<file path="src/rtl/div_ctrl_pkg.sv">
// Shared constants for the div_pipe scheduler: pipe latency, credit counter
// width and the layout of the per-request metadata word.
// With DIV_SIGNED_EN defined, the metadata also carries two sign bits.
package div_ctrl_pkg;

`ifdef DIV_SIGNED_EN
  localparam int SIGN_W    = 2;
  localparam int NEG_R_BIT = 0;  // remainder takes the dividend's sign
  localparam int NEG_Q_BIT = 1;  // quotient negated when operand signs differ
`else
  localparam int SIGN_W    = 0;
`endif
  localparam int DZ_BIT    = SIGN_W;
  localparam int TAG_LSB   = SIGN_W + 1;

  // Register stages inside div_pipe.
  function automatic int div_latency(input int data_w, input int opers_per_stage);
    return data_w / opers_per_stage;
  endfunction

  // Metadata word: {tag, dz, [neg_q, neg_r]}.
  function automatic int meta_width(input int tag_w);
    return tag_w + 1 + SIGN_W;
  endfunction

  // Counter able to hold 0..depth outstanding requests.
  function automatic int credit_width(input int depth);
    return $clog2(depth + 1);
  endfunction

endpackage

</file>
<file path="src/rtl/div_ctrl_fifo.sv">
// Synchronous first-word-fall-through FIFO. The head entry is always
// presented on rdata; a push into an empty FIFO is visible the next cycle.
module div_ctrl_fifo #(
  parameter int WIDTH = 8,
  parameter int DEPTH = 8
) (
  input  logic             clk,
  input  logic             rst_n,
  input  logic             push,
  input  logic [WIDTH-1:0] wdata,
  input  logic             pop,
  output logic [WIDTH-1:0] rdata,
  output logic             empty
);
  localparam int PTR_W = (DEPTH > 1) ? $clog2(DEPTH) : 1;
  localparam int CNT_W = $clog2(DEPTH + 1);

  logic [WIDTH-1:0] mem_q [DEPTH];
  logic [PTR_W-1:0] wr_ptr_q, wr_ptr_d, rd_ptr_q, rd_ptr_d;
  logic [CNT_W-1:0] cnt_q, cnt_d;
  logic             wr_s, rd_s;

  function automatic logic [PTR_W-1:0] ptr_inc(input logic [PTR_W-1:0] p);
    if (p == PTR_W'(DEPTH - 1)) begin
      return '0;
    end else begin
      return p + PTR_W'(1);
    end
  endfunction

  // Pointer and occupancy update; a push while full is taken only alongside a pop.
  always_comb begin
    rd_s     = pop && (cnt_q != '0);
    wr_s     = push && ((cnt_q != CNT_W'(DEPTH)) || rd_s);
    wr_ptr_d = wr_s ? ptr_inc(wr_ptr_q) : wr_ptr_q;
    rd_ptr_d = rd_s ? ptr_inc(rd_ptr_q) : rd_ptr_q;
    case ({wr_s, rd_s})
      2'b10:   cnt_d = cnt_q + CNT_W'(1);
      2'b01:   cnt_d = cnt_q - CNT_W'(1);
      default: cnt_d = cnt_q;
    endcase
  end

  // Control state; reset empties the FIFO.
  always_ff @(posedge clk or negedge rst_n) begin
    if (!rst_n) begin
      wr_ptr_q <= '0;
      rd_ptr_q <= '0;
      cnt_q    <= '0;
    end else begin
      wr_ptr_q <= wr_ptr_d;
      rd_ptr_q <= rd_ptr_d;
      cnt_q    <= cnt_d;
    end
  end

  // Storage array; contents are only meaningful under the occupancy count.
  always_ff @(posedge clk) begin
    if (wr_s) begin
      mem_q[wr_ptr_q] <= wdata;
    end
  end

  assign rdata = mem_q[rd_ptr_q];
  assign empty = (cnt_q == '0);

endmodule

</file>
<file path="src/rtl/div_pipe.sv">
// Free-running pipelined restoring divider: DATA_W/OPERS_PER_STAGE register
// stages, each retiring OPERS_PER_STAGE quotient bits. No valid or stall.
// Requires at least two stages.
module div_pipe #(
  parameter int DATA_W          = 32,
  parameter int OPERS_PER_STAGE = 8
) (
  input  logic              clk,
  input  logic [DATA_W-1:0] dividend,
  input  logic [DATA_W-1:0] divisor,
  output logic [DATA_W-1:0] quotient,
  output logic [DATA_W-1:0] remainder
);
  localparam int L = DATA_W / OPERS_PER_STAGE;

  logic [L-1:0][DATA_W-1:0] rem_q, rem_d, acc_q, acc_d;
  logic [L-2:0][DATA_W-1:0] dsr_q, dsr_d;

  // OPERS_PER_STAGE restoring steps; quotient bits shift into acc's LSB.
  function automatic logic [2*DATA_W-1:0] div_step(input logic [DATA_W-1:0] rem_i,
                                                   input logic [DATA_W-1:0] acc_i,
                                                   input logic [DATA_W-1:0] dsr);
    logic [DATA_W:0]   r;
    logic [DATA_W-1:0] a;
    r = {1'b0, rem_i};
    a = acc_i;
    for (int k = 0; k < OPERS_PER_STAGE; k++) begin
      r = {r[DATA_W-1:0], a[DATA_W-1]};
      a = {a[DATA_W-2:0], 1'b0};
      if (r >= {1'b0, dsr}) begin
        r    = r - {1'b0, dsr};
        a[0] = 1'b1;
      end else begin
        a[0] = 1'b0;
      end
    end
    return {r[DATA_W-1:0], a};
  endfunction

  // Stage s consumes stage s-1's partial remainder, shifted dividend and divisor.
  always_comb begin
    {rem_d[0], acc_d[0]} = div_step('0, dividend, divisor);
    dsr_d[0] = divisor;
    for (int s = 1; s < L; s++) begin
      {rem_d[s], acc_d[s]} = div_step(rem_q[s-1], acc_q[s-1], dsr_q[s-1]);
    end
    for (int s = 1; s < L - 1; s++) begin
      dsr_d[s] = dsr_q[s-1];
    end
  end

  // Pure datapath registers; validity is tracked by the scheduler.
  always_ff @(posedge clk) begin
    rem_q <= rem_d;
    acc_q <= acc_d;
    dsr_q <= dsr_d;
  end

  assign quotient  = acc_q[L-1];
  assign remainder = rem_q[L-1];

endmodule

</file>
<file path="src/rtl/div_pipe_ctrl.sv">
// Valid/ready scheduler around div_pipe. Requests are tracked through the
// fixed pipe latency by a valid/metadata shift register; results land in an
// FWFT FIFO whose space is reserved by a credit counter at accept time, so the
// free-running pipe never needs to stall. Optional macro DIV_SIGNED_EN adds
// signed operation selected per request by in_signed.
module div_pipe_ctrl
  import div_ctrl_pkg::*;
#(
  parameter int DATA_W          = 32,
  parameter int OPERS_PER_STAGE = 8,
  parameter int TAG_W           = 4,
  parameter int FIFO_DEPTH      = 8
) (
  input  logic              clk,
  input  logic              rst_n,
  input  logic              in_valid,
  output logic              in_ready,
  input  logic [DATA_W-1:0] in_dividend,
  input  logic [DATA_W-1:0] in_divisor,
  input  logic [TAG_W-1:0]  in_tag,
  input  logic              in_signed,
  output logic              out_valid,
  input  logic              out_ready,
  output logic [DATA_W-1:0] out_quotient,
  output logic [DATA_W-1:0] out_remainder,
  output logic [TAG_W-1:0]  out_tag,
  output logic              out_div_by_zero,
  output logic              busy
);
  localparam int L     = div_latency(DATA_W, OPERS_PER_STAGE);
  localparam int MW    = meta_width(TAG_W);
  localparam int CNT_W = credit_width(FIFO_DEPTH);
  localparam int FW    = 2 * DATA_W + TAG_W + 1;

  logic                     acc_s, pop_s, empty_s;
  logic [CNT_W-1:0]         cnt_q, cnt_d;
  logic                     in_ready_q, in_ready_d, busy_q, busy_d;
  logic [DATA_W-1:0]        op_a_q, op_a_d, op_b_q, op_b_d;
  logic [L:0]               vld_q, vld_d;
  logic [L:0][MW-1:0]       meta_q, meta_d;
  logic [L:0][DATA_W-1:0]   dvd_q, dvd_d;
  logic [MW-1:0]            entry_s;
  logic [DATA_W-1:0]        a_s, b_s, pipe_q_s, pipe_r_s, fix_q_s, fix_r_s;
  logic [FW-1:0]            wdata_s, rdata_s;
`ifdef DIV_SIGNED_EN
  logic                     neg_a_s, neg_b_s;
`else
  logic                     unused_signed_s;
  assign unused_signed_s = in_signed;
`endif

  assign acc_s = in_valid && in_ready_q;
  assign pop_s = !empty_s && out_ready;

  // Operand conditioning, tracking shift register and credit accounting.
  always_comb begin
    entry_s = '0;
`ifdef DIV_SIGNED_EN
    neg_a_s = in_signed && in_dividend[DATA_W-1];
    neg_b_s = in_signed && in_divisor[DATA_W-1];
    a_s     = neg_a_s ? -in_dividend : in_dividend;
    b_s     = neg_b_s ? -in_divisor : in_divisor;
    entry_s[NEG_Q_BIT] = neg_a_s ^ neg_b_s;
    entry_s[NEG_R_BIT] = neg_a_s;
`else
    a_s     = in_dividend;
    b_s     = in_divisor;
`endif
    entry_s[DZ_BIT]                = (in_divisor == '0);
    entry_s[TAG_LSB +: TAG_W]      = in_tag;
    if (acc_s) begin
      op_a_d = a_s;
      op_b_d = b_s;
    end else begin
      op_a_d = op_a_q;
      op_b_d = op_b_q;
    end
    vld_d  = {vld_q[L-1:0], acc_s};
    meta_d = {meta_q[L-1:0], entry_s};
    dvd_d  = {dvd_q[L-1:0], in_dividend};
    case ({acc_s, pop_s})
      2'b10:   cnt_d = cnt_q + CNT_W'(1);
      2'b01:   cnt_d = cnt_q - CNT_W'(1);
      default: cnt_d = cnt_q;
    endcase
    in_ready_d = (cnt_d < CNT_W'(FIFO_DEPTH));
    busy_d     = (cnt_d != '0);
  end

  // All scheduler state; reset drops every in-flight request.
  always_ff @(posedge clk or negedge rst_n) begin
    if (!rst_n) begin
      cnt_q      <= '0;
      in_ready_q <= 1'b0;
      busy_q     <= 1'b0;
      op_a_q     <= '0;
      op_b_q     <= '0;
      vld_q      <= '0;
      meta_q     <= '0;
      dvd_q      <= '0;
    end else begin
      cnt_q      <= cnt_d;
      in_ready_q <= in_ready_d;
      busy_q     <= busy_d;
      op_a_q     <= op_a_d;
      op_b_q     <= op_b_d;
      vld_q      <= vld_d;
      meta_q     <= meta_d;
      dvd_q      <= dvd_d;
    end
  end

  div_pipe #(
    .DATA_W          (DATA_W),
    .OPERS_PER_STAGE (OPERS_PER_STAGE)
  ) u_div_pipe (
    .clk       (clk),
    .dividend  (op_a_q),
    .divisor   (op_b_q),
    .quotient  (pipe_q_s),
    .remainder (pipe_r_s)
  );

  // Result fixup at the pipe tail: divide-by-zero override, then sign restore.
  always_comb begin
    if (meta_q[L][DZ_BIT]) begin
      fix_q_s = '1;
      fix_r_s = dvd_q[L];
    end else begin
`ifdef DIV_SIGNED_EN
      fix_q_s = meta_q[L][NEG_Q_BIT] ? -pipe_q_s : pipe_q_s;
      fix_r_s = meta_q[L][NEG_R_BIT] ? -pipe_r_s : pipe_r_s;
`else
      fix_q_s = pipe_q_s;
      fix_r_s = pipe_r_s;
`endif
    end
    wdata_s = {fix_q_s, fix_r_s, meta_q[L][TAG_LSB +: TAG_W], meta_q[L][DZ_BIT]};
  end

  div_ctrl_fifo #(
    .WIDTH (FW),
    .DEPTH (FIFO_DEPTH)
  ) u_fifo (
    .clk   (clk),
    .rst_n (rst_n),
    .push  (vld_q[L]),
    .wdata (wdata_s),
    .pop   (pop_s),
    .rdata (rdata_s),
    .empty (empty_s)
  );

  // Head entry drives the outputs; zero whenever nothing is buffered.
  always_comb begin
    if (empty_s) begin
      out_quotient    = '0;
      out_remainder   = '0;
      out_tag         = '0;
      out_div_by_zero = 1'b0;
    end else begin
      {out_quotient, out_remainder, out_tag, out_div_by_zero} = rdata_s;
    end
  end

  assign out_valid = !empty_s;
  assign in_ready  = in_ready_q;
  assign busy      = busy_q;

endmodule

</file>
<file path="config.mk">
export PLATFORM = sky130hd
export DESIGN_NAME = div_pipe_ctrl
export DESIGN_NICKNAME = d
export VERILOG_FILES = /design/src/rtl/div_ctrl_pkg.sv /design/src/rtl/div_ctrl_fifo.sv /design/src/rtl/div_pipe.sv /design/src/rtl/div_pipe_ctrl.sv
export SDC_FILE = /design/constraint.sdc
export NUM_CORES = 2
export LEC_CHECK = 0
export BUFFER_PORTS_ARGS = -buffer_cell sky130_fd_sc_hd__buf_4
export CAP_MARGIN = 10
export CORE_UTILIZATION = 40
export DETAILED_ROUTE_END_ITERATION = 8
export MAX_ROUTING_LAYER = met4
export PLACE_DENSITY = 0.55
export SLEW_MARGIN = 0
export SYNTH_ARGS = -nofsm -noshare
export SYNTH_HDL_FRONTEND = slang
export SYNTH_SLANG_ARGS = --single-unit
</file>
<file path="constraint.sdc">
create_clock -name clk -period 25 [get_ports clk]
set_clock_uncertainty 0.15 [all_clocks]
set_input_delay 0 -clock clk [delete_from_list [all_inputs] [get_ports clk]]
set_output_delay 0 -clock clk [all_outputs]
set_load 0.02 [all_outputs]
</file>
==> impl_results.md <==
* Post-synthesis cell count at 9,979
* Final Cycle Share at 97.3%
* CTS H-Tree Depth at 3
* Fmax at 41.1 MHz
* Worst r2r path cells at 115
* Worst Hold Class: primary input to flop
* Worst slack at placement at -0.761 ns
* Worst-Margin Slew at 1.33 ns
* Clock-pin transition on the worst setup and hold timing paths at 0.07 ns
* Commonest non-fill, non-tap cell in the layout: buf_4
* Register bit count reported by yosys at 1,174
* Total global-route track usage at 29.3%
* First-pass GRT wire length at 528,000 microns
* Final min period at 24.33 ns
* Fin nets at 14,008
* Status: completed
* Top_reg_cell synth: edfxtp_1
* Largest net degree at the start of global routing at 97
* Worst hold slack at 0.0696 ns
* Most frequent cells in the layout: buf_4 (2,832), ha_1 (987), a21oi_1 (811)
* Arrival @ worst endpoint at 24.83 ns
* DRC errors left at 0
* DR vias at 89,803
* Final Max Slew Viols at 0
* Initial DRT Pass Iterations at 8
* Post-Synthesis Cell Area at 95,400 sq um
* Layout cells sized above 1 at 32.9%
* Syn_nets at 11,088
* Fill cells at 21,095
* P&R area growth vs syn at 34.1%
* Register area share after synthesis at 31.8%
* Maxcap violations at 0
* Drt total wl at 355,000 microns
* Num CTS Buffers at 121
* Final GP Congestion at 0.994
* Final worst slack at 0.669 ns
* Final ANT Viol Nets at 0
* Starting density of the core at 40.4%
* DRT iter0 DRCs at 6,239
* Post-synth EDFFs at 552
* Top Ports at 145
* Hold Fails Final Rpt at 0
* Yosys warning count at 0
* Crit path launch type: flop
* Die H at 490 microns
* CP max stage delay at 0.58 ns
* Final setup fails at 0
* Reg2reg end: u_div_pipe.rem_q[58]
* Drt wl/cell at 21.9 microns
* DIE AREA at 241,000 sq um
* Number of global-route vias before repair at 89,435
* Hpwl dp at 281,000 microns
* CTS root buffer: clkbuf_16
* Via/cell ratio at 5.55
* WHS Path Cells at 4
* Worst-path fanout max at 10
* Critical Path RT at 25.50 ns
* Crit Reg-Reg Startpoint: u_div_pipe.dsr_d[37]
* CTS tree: built
* Initial antenna violation count at 14
* Critical path class: flop to flop
* CTS Buffer Depth at 3
* Worst R2R Setup Slack at 0.67 ns
* CP Capture Type: flop
* Syn Area/Cell at 9.56 sq um
* Max-slew headroom at 10.6%
* Clk sinks at 1,174
* Synth cell types at 110
* Core ar. at 236,000 sq um
* Core Util, Final at 54.2%
* Hold Crit Start: in_dividend[26]
* Total global routing overflow at 0
* Async SR Flop Fraction at 23.0%
* Num rows at 178
* Slowest CP cell: or4_1
* Die Width at 490 microns
* Worst skew pair latency at 0.79 ns
* Hold Path End: op_a_q[26]
* IO buf count at 143
-- metal layers --
layer  global-route usage [%]  part of all wire, %  vias up
met3                     2.47                  4.8      712
met4                     11.8                  4.9        0
li1                         -                    -    43020
met2                     49.6                   48     2593
met1                     35.8                   42    43478
met5                        -                    0        -
-- logic make-up (layout without fill, tap and decap cells) --
| group | count (synthesis) | after routing | synth area share (%) |
|---|---|---|---|
| AOI/OAI and AO/OA | 2837 | 2837 | 18.9 |
| xor gates and xnor gates | 787 | 787 | 7.22 |
| adders and majority gates | 1036 | 1036 | 13.8 |
| buffers and inverters | 735 | 3763 | 2.99 |
| DFF | 1174 | 1174 | 31.8 |
| muxes | 943 | 943 | 12.7 |
| other | 0 | 10 | 0 |
| and+or+nand+nor | 2467 | 2467 | 12.5 |
-- through the flow --
step                std cells  cell area [sq um]  TNS [ns]
floorplan                9979              95700         0
global placement        15719             120000    -13.25
detailed placement      15719             120000    -23.18
CTS                     16092             126000         0
global route            16163             128000     -9.57
finish                  16167             128000         0
-- synthesized netlist by cell type, types with 23 or more instances --
| cell type | instances | share of area, % |
|---|---|---|
| nand2_1 | 597 | 2.3 |
| dfrtp_1 | 270 | 7.1 |
| a21boi_0 | 79 | 0.62 |
| xnor2_1 | 539 | 4.9 |
| a21oi_1 | 859 | 4.5 |
| xor2_1 | 248 | 2.3 |
| mux2_1 | 52 | 0.61 |
| or2_2 | 76 | 0.50 |
| o31a_1 | 24 | 0.22 |
| a31oi_1 | 92 | 0.60 |
| dfxtp_1 | 352 | 7.4 |
| nor4_1 | 73 | 0.48 |
| o21a_1 | 139 | 1.1 |
| nor3_1 | 163 | 0.85 |
| o31ai_1 | 53 | 0.42 |
| o211ai_1 | 39 | 0.31 |
| mux2i_1 | 122 | 1.3 |
| buf_2 | 31 | 0.16 |
| mux4_2 | 138 | 3.3 |
| a211oi_1 | 77 | 0.61 |
| nor2_1 | 714 | 2.8 |
| nor2b_1 | 130 | 0.85 |
| inv_1 | 493 | 1.9 |
| and3_1 | 73 | 0.48 |
| edfxtp_1 | 552 | 17 |
| or3_1 | 56 | 0.37 |
| nand3_1 | 164 | 0.86 |
| nand2b_1 | 146 | 0.96 |
| o21bai_1 | 104 | 0.82 |
| a31o_2 | 23 | 0.21 |
| ha_1 | 1003 | 13 |
| mux2_4 | 28 | 0.44 |
| buf_1 | 51 | 0.20 |
| nand4_1 | 161 | 1.1 |
| mux2_2 | 601 | 7.1 |
| fa_1 | 33 | 0.69 |
| o21ai_0 | 624 | 3.3 |
| and2_1 | 41 | 0.27 |
| a21o_1 | 437 | 3.4 |
| clkbuf_1 | 134 | 0.53 |
-- flip-flops by register name, indices dropped and copies added, names as in the netlist, 3 cells and up --
register and count:
u_div_pipe.dsr_q 32, u_fifo.mem_q 552, vld_q 5, u_fifo.rd_ptr_q 3, u_div_pipe.rem_q 96, op_b_q 32
dvd_q 32, u_div_pipe.remainder 32, meta_d 20, meta_q 5, u_div_pipe.quotient 32, u_div_pipe.acc_q 24
u_fifo.wr_ptr_q 3, u_div_pipe.dsr_d 64, op_a_q 32, cnt_q 4, u_div_pipe.acc_d 72, u_fifo.cnt_q 4
dvd_d 128
-- final cells by class --
cell class | count | area, sq um | area share [%]
clock inverter | 68 | 768 | 0.600
sequential | 1174 | 30400 | 23.8
tap | 3150 | 3940 | 3.08
multi-input combinational | 8070 | 64000 | 50.0
inverter | 508 | 1940 | 1.52
antenna | 10 | 25.0 | 0.0196
timing repair buffer | 3024 | 23600 | 18.4
clock buffer | 163 | 3340 | 2.61
-- critical path: cells and delay by family (launching register included) --
kind	cells	cell delay, ns
AOI/OAI and AO/OA	59	11.96
xor gates and xnor gates	2	0.21
adders and majority gates	8	2.01
buffers and inverters	17	2.13
DFF	1	0.49
muxes	7	2.11
and+or+nand+nor	22	5.08
-- worst max path at each step --
stage                         start  slack [ns]                  endpoint
6_report       u_div_pipe.dsr_d[37]        0.67      u_div_pipe.rem_q[58]
5_1_grt        u_div_pipe.dsr_d[33]       -0.23      u_div_pipe.rem_q[62]
4_1_cts        u_div_pipe.dsr_d[33]       0.004      u_div_pipe.rem_q[38]
3_5_place_dp   u_div_pipe.dsr_d[35]       -0.76      u_div_pipe.rem_q[38]
3_3_place_gp   u_div_pipe.dsr_d[35]       -0.47      u_div_pipe.rem_q[38]
2_1_floorplan  u_div_pipe.dsr_q[65]        0.02  u_div_pipe.remainder[24]
-- repair_timing --
item / CTS / global route
hold endpoints to repair: 214 / 0
hold buffers: 141 / 0
gates resized for setup: 23 / 382
setup endpoints to repair: 64 / 132
cloned: 0 / 8
buffers inserted: 1 / 57
pin swaps: 8 / 136
Power is not shown: default switching activity piles up to over one toggle a cycle in this logic, so the estimate is an artifact.
